<file path="config.mk">
export PLATFORM = sky130hd
export DESIGN_NAME = preemption_timer
export DESIGN_NICKNAME = d
export VERILOG_FILES = /design/src/rtl/preemption_timer.sv
export SDC_FILE = /design/constraint.sdc
export NUM_CORES = 1
export LEC_CHECK = 0
export CORE_MARGIN = 1
export CORE_UTILIZATION = 35
export CTS_CLUSTER_DIAMETER = 40
export DETAILED_ROUTE_END_ITERATION = 7
export GPL_TIMING_DRIVEN = 0
export SKIP_LAST_GASP = 1
export SYNTH_ARGS = -nofsm -noshare
export SYNTH_HDL_FRONTEND = slang
export SYNTH_SLANG_ARGS = --single-unit
</file>
<file path="constraint.sdc">
create_clock -name clock -period 2.5 [get_ports clock]
set_input_delay 0.625 -clock clock [delete_from_list [all_inputs] [get_ports clock]]
set_output_delay 0.625 -clock clock [all_outputs]
set_load 0.03 [all_outputs]
</file>
<file path="src/rtl/preemption_timer.sv">
// Time-slice watchdog: counts user-mode pipeline advances and raises a registered
// preemption request when the OS quantum expires. Counting freezes during I/O.
module preemption_timer #(
    parameter int unsigned COUNTER_WIDTH   = 16,
    parameter int unsigned DEFAULT_QUANTUM = 1024
) (
    input  logic                     clock,
    input  logic                     reset,
    input  logic                     enable,
    input  logic                     is_privileged,
    input  logic                     is_io,
    input  logic                     load_quantum,
    input  logic [COUNTER_WIDTH-1:0] quantum_value,
    input  logic                     interrupt_ack,
    output logic                     interruption,
    output logic [COUNTER_WIDTH-1:0] elapsed,
    output logic                     running
);

    typedef enum logic [1:0] {
        IDLE    = 2'd0,
        RUN     = 2'd1,
        EXPIRED = 2'd2
    } state_t;

    localparam logic [COUNTER_WIDTH-1:0] QUANTUM_RST = COUNTER_WIDTH'(DEFAULT_QUANTUM);
    localparam logic [COUNTER_WIDTH-1:0] ONE         = COUNTER_WIDTH'(1);

    state_t                   state_q, state_d;
    logic [COUNTER_WIDTH-1:0] elapsed_q, elapsed_d;
    logic [COUNTER_WIDTH-1:0] quantum_q, quantum_d;
    logic                     interruption_q, interruption_d;
    logic                     running_q, running_d;
    logic [COUNTER_WIDTH-1:0] elapsed_inc;

    // elapsed never exceeds the quantum, so this increment cannot wrap
    assign elapsed_inc = elapsed_q + ONE;

    // Loads are only accepted in privileged mode, which always leaves RUN, so a
    // running slice never sees its quantum change underneath it.
    always_comb begin
        quantum_d = quantum_q;
        if (load_quantum && is_privileged) begin
            quantum_d = quantum_value;
        end
    end

    always_comb begin
        state_d        = state_q;
        elapsed_d      = elapsed_q;
        interruption_d = interruption_q;

        case (state_q)
            IDLE: begin
                elapsed_d      = '0;
                interruption_d = 1'b0;
                if (!is_privileged) begin
                    state_d = RUN;
                end
            end

            RUN: begin
                if (is_privileged) begin
                    state_d   = IDLE;
                    elapsed_d = '0;
                end else if (quantum_q == '0) begin
                    elapsed_d = elapsed_q;
                end else if (enable && !is_io) begin
                    if (elapsed_inc == quantum_q) begin
                        state_d        = EXPIRED;
                        interruption_d = 1'b1;
                        elapsed_d      = quantum_q;
                    end else begin
                        elapsed_d = elapsed_inc;
                    end
                end
            end

            EXPIRED: begin
                interruption_d = 1'b1;
                if (interrupt_ack || is_privileged) begin
                    state_d        = IDLE;
                    interruption_d = 1'b0;
                    elapsed_d      = '0;
                end
            end

            default: begin
                state_d        = IDLE;
                elapsed_d      = '0;
                interruption_d = 1'b0;
            end
        endcase

        running_d = (state_d == RUN);
    end

    always_ff @(posedge clock or negedge reset) begin
        if (!reset) begin
            state_q        <= IDLE;
            elapsed_q      <= '0;
            quantum_q      <= QUANTUM_RST;
            interruption_q <= 1'b0;
            running_q      <= 1'b0;
        end else begin
            state_q        <= state_d;
            elapsed_q      <= elapsed_d;
            quantum_q      <= quantum_d;
            interruption_q <= interruption_d;
            running_q      <= running_d;
        end
    end

    assign interruption = interruption_q;
    assign elapsed      = elapsed_q;
    assign running      = running_q;

endmodule
</file>
; ---- After elaboration in Yosys (flattened, before gate mapping)
; Cells that the tools add are included.
[op_classes]
add_sub_neg = 1
reduce_logical = 8
muxes = 19
eq_ne = 11
[op_table]
columns = cell, n
row1 = $mux 16, 5
row2 = $pmux 16 s2, 1
row3 = $add 16x1->16 const B, 1
row4 = $eq 16x16->1, 1
row5 = $logic_not 16->1, 1
row6 = $mux 2, 6
row7 = $ne 2x2->1 const B, 5
row8 = $ne 3x3->1 const B, 2
row9 = $pmux 2 s3, 1
row10 = $mux 1, 5
row11 = $eq 2x1->1 const B, 2
row12 = $reduce_and 4->1, 1
row13 = $reduce_and 3->1, 1
row14 = $eq 2x2->1 const B, 1
row15 = $logic_and 1x1->1, 2
row16 = $logic_not 2->1, 1
row17 = $pmux 1 s2, 1
row18 = $logic_not 1->1, 1
row19 = $logic_or 1x1->1, 1
[word_totals]
out_inout_bits = 18
inputBits = 23
reg_bits = 36
word_cells = 44

; ---- Logic depth before layout (Yosys ltp)
; Gate-level depths: netlist of run 1.
[depth]
word_depth = 8
depth_mapped = 11
mapped_depth_nobuf = 9

; ---- Worst setup path after synthesis of run 1
; OpenSTA, ideal clock, no wires.
[synth_timing]
kind = reg2reg
startpoint = register elapsed_q[0] (netlist: elapsed[0])
endpoint = register elapsed_q[13] (netlist: elapsed[13])
required_time_ns = 2.376
path_buffers = 2
setup_time_ns = 0.124
synth_period_minus_slack_ns = 2.531
slack_ns = -0.031
stages_incl_launch_ff = 11
t_arrival_ns = 2.407
cell_sequence = dfrtp_1 ha_1 nand3_1 or3_2 a21oi_1 o22a_1 nand4_2 buf_6 buf_8 a22oi_1 nand2_1
[synth_via]
elab_chain_len = 7
[synth_lines]
columns = item, line
row1 = from (decl), 30  ; logic [COUNTER_WIDTH-1:0] elapsed_q, elapsed_d;
row2 = from (signal assigned), 107  ; elapsed_q <= elapsed_d;
row3 = $add 16x1->16 (*), 37  ; assign elapsed_inc = elapsed_q + ONE;
row4 = $eq 16x16->1, 69  ; if (elapsed_inc == quantum_q) begin
row5 = $mux 16 (*), 69
row6 = $mux 16 (*), 68  ; end else if (enable && !is_io) begin
row7 = $mux 16 (*), 66  ; end else if (quantum_q == '0) begin
row8 = $mux 16 (*), 63  ; if (is_privileged) begin
row9 = $pmux 16 s2 (*), 53  ; case (state_q)
; Mark *: on every way between the ends. The rest lies on a longest branch, timed or not. The select of a mux whose other input is x is not followed.
; A chain may end at the register's enable or synchronous reset.

; ---- Worst setup path after layout of run 1
[layout_timing]
startpoint = register elapsed_q[3] (netlist: elapsed[3])
endpoint = register elapsed_q[3] (netlist: elapsed[3])
; The elaborated chain is that of the path after synthesis.

==> impl_metrics.ini, run 1 <==
[yosys]
yosysWarnings = 0
netlist.area_leader.share_pct = 34.8
synthTopCellsByArea = dfrtp_1 35%, mux2_2 7.2%, and3_1 4.2%
ys_types = 54
yosys_register_bits = 36
synth-edff-count = 0
ys.flop_type = dfrtp_1
synth_cells = 272
synth_largest_area_cell = dfrtp_1
syn-num-nets = 300
seq_area_frac_synth_pct = 35.9
async_flop_share_pct = 100
avgSynthCellArea_um2 = 9.24
netlist_area_um2 = 2510

[floorplanning]
core-area_um2 = 6870
io_pins = 41
dieArea_um2 = 7520
start_util_pct = 36.6
rows = 30
die_x_um = 86.7
die_h_um = 86.7

[critical_path]
r2r-start = elapsed[3]
reg2reg_to = elapsed[3]
cp_cell_sequence = buf_6, and4_1, buf_6, nand3_4, or3_4, a211oi_4, nand4_2, buf_8, buf_8, a22oi_1, nand2_1
crit_path_start_kind = register
end_kind = register
critical_path_class = register to register
required_ns = 2.68
regToRegSetupSlack_ns = -0.008
critPathMaxFanout = 9
crit_start = elapsed[3]
setup.worst_path.end = elapsed[3]
path_buf_inv = 4
rr_worst_depth = 11
cp.arrival_ns = 2.69
max_stage_delay_ns = 0.39
path_depth = 11
slowest_stage = dfrtp_1
cp_top_family = simple AND/OR/NAND/NOR gates

[route]
vias = 2426
drt_iter0_markers = 169
final_antenna_net_count = 0
wirelength_um = 7290
viasPerCell = 5.54
first_pass_iters = 5
drc = 0
wire_per_inst_um = 16.6

[layout]
final_nets = 369
syn_to_final_growth_pct = 38.1
drive_above_1_share_pct = 26.9
multi_input_comb_area_um2 = 1590
final_cell_area_um2 = 3470
regArea_um2 = 908
fin_util_pct = 50.5
antenna_cells = 0
layout.cells.non_filler = 438
fillCellCount = 638

[clock_network]
ctsHoldBuffers = 0
htree_levels = 2
cts_made_buffers = 5
cts_tree = yes
clk_pin_slew_ns = 0.09
clkSinkCount = 36
cts_root_buffer = clkbuf_8
clockBufferDepth = 2
clock_latency_ns = 0.30

[global_route]
grt_pass1_vias = 2278
grt_overflow = 0
grt_start_max_net_pins = 37
antenna_found_initial = 0
grt_first_pass_wirelength_um = 11300
globalRouteTotalUtil_pct = 19.4

[flow_run]
max-cap-violations = 0

[sta]
skew_ns = 0.0140
fin_ws_ns = -0.00766
tightest_slew_ns = 0.846
layout_min_cycle_time_ns = 2.51
max_freq_mhz = 399
hold_viol = 0
setup-violations-final = 1
layout_worst_path_cycle_share_pct = 100
max_slew_margin_pct = 43.6
finalMaxSlewViolations = 0
rsz0062_at_grt = true

[power_and_ir_drop]
pwr-share-seq_pct = 39.9
switching_share_pct = 36.1
powerDensity_nw_per_um2 = 537
total_switching_power_mw = 0.673
comb_power_share_pct = 34.4
total_leakage_power_nw = 1.50
ir_worst_vdd_mv = 0.288
p_int_mw = 1.19
finalPower_mw = 1.86
clkPwrFrac_pct = 25.6

[placed_design]
gp_congestion = 0.872
place_hpwl_um = 4870
placedInstanceArea_um2 = 3030
io_buffer_count = 40
dpl.cell_count = 408
dp_slack_ns = -0.432

[run_status]
failed_checks = negative setup slack
outcome = finished, violations left

[min_path]
worstHoldPathType = input pin to async pin
[synth_stat cells, types with 3 or more instances]
cell type and instances:
dfrtp_1 35, nand2_1 24, and3_1 17, mux2_2 16, o21ai_0 15, nor4_1 13
a21oi_1 12, nand3_1 11, nor2_1 10, xor2_1 9, clkbuf_1 8, xnor2_1 8
mux2i_1 7, a22oi_1 5, buf_4 5, ha_1 5, nand2b_1 5, nand4_1 5
buf_2 4, nor2b_1 4, nor3_1 4, o31ai_1 4, and4_1 3, nand3b_1 3
or3_1 3
[per-stage QoR]
stage	TNS (ns)	hold WS, ns
after detailed placement	-6.20	0.535
final	-0.00766	0.436
after CTS	-0.00596	0.464
after floorplan	0	0.329
after global placement	-9.34	0.516
after global routing	-0.503	0.493
[metal layers]
metal | track usage [%] | part of all wire (%)
met5 | 0 | 0
met1 | 26.9 | 45
met2 | 30.6 | 46
met4 | 5.76 | 2.4
met3 | 4.00 | 6.7
[worst reg2reg max path, cell delays in order, from the launching register on]
cell	delay, ns
dfrtp_1	0.39
buf_6	0.14
and4_1	0.20
buf_6	0.13
nand3_4	0.10
or3_4	0.39
a211oi_4	0.26
nand4_2	0.19
buf_8	0.19
buf_8	0.14
a22oi_1	0.18
nand2_1	0.08
[cells by family (layout without fill, tap and decap cells)]
| kind of cell | count (synthesis) | count (layout) | share of synthesized area (%) |
|---|---|---|---|
| compound gates | 52 | 52 | 13.9 |
| flops | 36 | 36 | 35.9 |
| simple gates | 117 | 117 | 26.8 |
| mux | 23 | 23 | 9.96 |
| fa+ha+maj | 5 | 5 | 2.49 |
| buf+inv | 22 | 92 | 5.03 |
| xor+xnor | 17 | 17 | 5.92 |
[placed cells by master, fill, tap and decap left out, types with 5 or more instances in the layout]
cell type | synthesis | layout
nor4_1 | 13 | 13
xor2_1 | 9 | 8
nand2_1 | 24 | 23
clkdlybuf4s50_1 | 0 | 39
nor2_1 | 10 | 9
mux2_2 | 16 | 16
a21oi_1 | 12 | 11
nand3_1 | 11 | 9
dfrtp_2 | 0 | 5
buf_6 | 1 | 6
clkbuf_8 | 0 | 7
clkbuf_1 | 8 | 7
and3_1 | 17 | 17
xnor2_1 | 8 | 8
mux2i_1 | 7 | 6
nand4_1 | 5 | 5
buf_4 | 5 | 19
dfrtp_1 | 35 | 30
buf_2 | 4 | 5
o21ai_0 | 15 | 15
nand2b_1 | 5 | 5
[power by group through the flow]
stage / Sequential [mW] / Clock (mW) / Combinational (mW)
2_1_floorplan: 0.764 / 0 / 0.338
3_3_place_gp: 0.749 / 0 / 0.557
3_5_place_dp: 0.751 / 0 / 0.555
4_1_cts: 0.741 / 0.488 / 0.618
5_1_grt: 0.755 / 0.510 / 0.707
6_report: 0.744 / 0.478 / 0.641
[repair_timing]
item	in CTS	in global routing
pin swaps	2	11
gates cloned	0	2
buffers inserted	6	15
setup endpoints to repair	20	19
resized for setup	12	23
[registers in the layout, summed over array words and instances, names as in the netlist]
signal        flops
running           1
quantum_q        16
state_q           2
elapsed          16
interruption      1
[final cells by class]
type | count | area share, %
multi-input cells | 214 | 45.9
flip-flops and latches | 36 | 26.2
repair buffers | 63 | 17.4
plain buffers | 19 | 3.97
well taps | 96 | 3.46
clock buffers | 8 | 2.88
inverters | 2 | 0.216
[how the worst min path moves through the flow]
| stage | endpoint | start | slack (ns) |
|---|---|---|---|
| floorplan | elapsed[0] | reset | 0.33 |
| global placement | interruption | interruption | 0.52 |
| detailed placement | elapsed[15] | elapsed[15] | 0.54 |
| CTS | state_q[0] | reset | 0.46 |
| global route | elapsed[5] | reset | 0.49 |
| finish | elapsed[9] | reset | 0.44 |
(Power assumes the default switching activity.)
==> run 2, diff against run 1 <==
CTS_CLUSTER_DIAMETER = not set   (was 40)
==> results of run 2 <==
The final DEF is identical to that of run 1; final timing and power are the same.
==> run 3, diff against run 2 <==
CTS_BUF_LIST = sky130_fd_sc_hd__clkbuf_2   (was not set)
GPL_TIMING_DRIVEN = 1   (was 0)
RECOVER_POWER = 50   (was not set)
==> run 3 against run 2 <==
Compared with the run above:
- the flow finishes with violations (max-capacitance violations, max-slew violations)
- critical path depth down 3
- global-route usage up 0.44 points
- via count down 3.6%
- first-iteration DRC count up 18%
- non-clock buffer count down 4
- combinational power down 3.7%
- wire length down 5.2%
- sequential share of layout area up 1.6 points
- critical path type unchanged
- critical endpoint is now interruption
- largest cell class unchanged
- highest routed layer unchanged
==> impl_metrics.ini, run 3 (same netlist as run 1, synthesis figures left out) <==
[run_status]
outcome = finished, violations left
failed_checks = max-capacitance violations, max-slew violations

[layout]
final_common_cell = clkdlybuf4s50_1
syn_to_final_growth_pct = 30.4
final_nets = 365
final_cell_mix = 38 x clkdlybuf4s50_1, 36 x buf_4, 29 x dfrtp_1
fillCellCount = 663
antenna_cells = 0
layout.cells.non_filler = 434
drive_above_1_share_pct = 24.0

[critical_path]
critPathMaxFanout = 16
cp_cell_sequence = and4_1, nand3_1, or3_1, a211oi_2, nand4_4, buf_12, o32a_1, nand2_1
cp_top_family = simple AND/OR/NAND/NOR gates
slowest_stage = dfrtp_1
required_ns = 2.87
r2r-start = elapsed[10]
critical_path_class = register to register
cp.arrival_ns = 2.77
path_buf_inv = 1
end_kind = register
max_stage_delay_ns = 0.46
crit_path_start_kind = register
crit_start = elapsed[10]

[sta]
setup-violations-final = 0
tightest_slew_ns = 2.03
max_slew_margin_pct = -35.4
finalSetupTns_ns = 0
max_freq_mhz = 416
fin_ws_ns = 0.0937
skew_ns = 0.0287
fin_hold_ws_ns = 0.544
hold_viol = 0
rsz0062_at_grt = true
layout_min_cycle_time_ns = 2.41
finalMaxSlewViolations = 37
layout_worst_path_cycle_share_pct = 96.3

[clock_network]
cts_made_buffers = 5
clkSinkCount = 36
ctsHoldBuffers = 0
cts_setup_buffers = 0
clock_latency_ns = 0.40
cts_tree = yes
clockBufferDepth = 2
cts_root_buffer = clkbuf_2
clk_pin_slew_ns = 0.21
htree_levels = 2

[route]
vias = 2339
drc = 0
wirelength_um = 6920
drt_iter0_markers = 199
wire_per_inst_um = 15.9
first_pass_iters = 5
final_antenna_net_count = 0
viasPerCell = 5.39

[power_and_ir_drop]
ir_worst_vdd_mv = 0.257
clkPwrFrac_pct = 17.0
total_leakage_power_nw = 1.45
switching_share_pct = 38.4
finalPower_mw = 1.63
total_switching_power_mw = 0.626
pwr-share-seq_pct = 45.2
comb_power_share_pct = 37.8
powerDensity_nw_per_um2 = 497
p_int_mw = 1.01

[global_route]
globalRouteTotalUtil_pct = 19.9
grt_overflow = 0
antenna_found_initial = 0
grt_start_max_net_pins = 37
grt_first_pass_wirelength_um = 11400
grt_pass1_vias = 2310

[floorplanning]
core-area_um2 = 6870
die_x_um = 86.7
io_pins = 41
rows = 30
die_h_um = 86.7
start_util_pct = 36.6
dieArea_um2 = 7520

[flow_run]
max-cap-violations = 1

[placed_design]
dp_slack_ns = 0.0651
gp_congestion = 0.924
place_hpwl_um = 5320
io_buffer_count = 40
dpl.cell_count = 426

[min_path]
min_from = elapsed[15]
worstHoldPathType = register to register
## run 3: final cells by class
type / count / area [um^2] / share of cell area (%)
Sequential cell: 36 / 910 / 27.7
Clock buffer: 6 / 30.0 / 0.916
Timing Repair Buffer: 78 / 688 / 21.0
Inverter: 2 / 7.51 / 0.229
Multi-Input combinational cell: 214 / 1510 / 46.1
Tap cell: 96 / 120 / 3.66
Clock inverter: 2 / 11.3 / 0.344
## run 3: what timing repair did
| action | 4_1_cts | 5_1_grt |
|---|---|---|
| endpoints found under the setup margin | 0 | 10 |
| endpoints found under the hold margin | 0 | 0 |
| resized for setup | 0 | 10 |
## run 3: through the flow
stage	instance area (um^2)	util, %
floorplan	2510	-
global placement	3210	46.7
detailed placement	3210	46.7
CTS	3250	47.3
global route	3280	47.7
finish	3280	47.7
## run 3: worst paths after layout
| check | end | slack (ns) | cells after the start |
|---|---|---|---|
| setup reg to reg | interruption | 0.09 | 8 |
| hold reg to reg | elapsed[15] | 0.54 | 1 |
| max in group asynchronous | elapsed[9] | 0.42 | 1 |
| min in group asynchronous | elapsed[7] | 0.76 | 1 |
| setup / recovery | interruption | 0.09 | 8 |
| hold / removal | elapsed[15] | 0.54 | 1 |
## run 3: power by group through the flow
| stage | registers, mW | logic [mW] | clock network, mW |
|---|---|---|---|
| after floorplan | 0.764 | 0.338 | 0 |
| after global placement | 0.737 | 0.609 | 0 |
| after detailed placement | 0.743 | 0.610 | 0 |
| after CTS | 0.731 | 0.614 | 0.289 |
| after global routing | 0.746 | 0.676 | 0.320 |
| final | 0.737 | 0.617 | 0.277 |
## run 3: layer usage
metal	track usage, %	part of all wire, %
met5	0	0
met2	32.2	45
met3	4.10	5.1
met4	5.76	1.2
met1	26.8	49
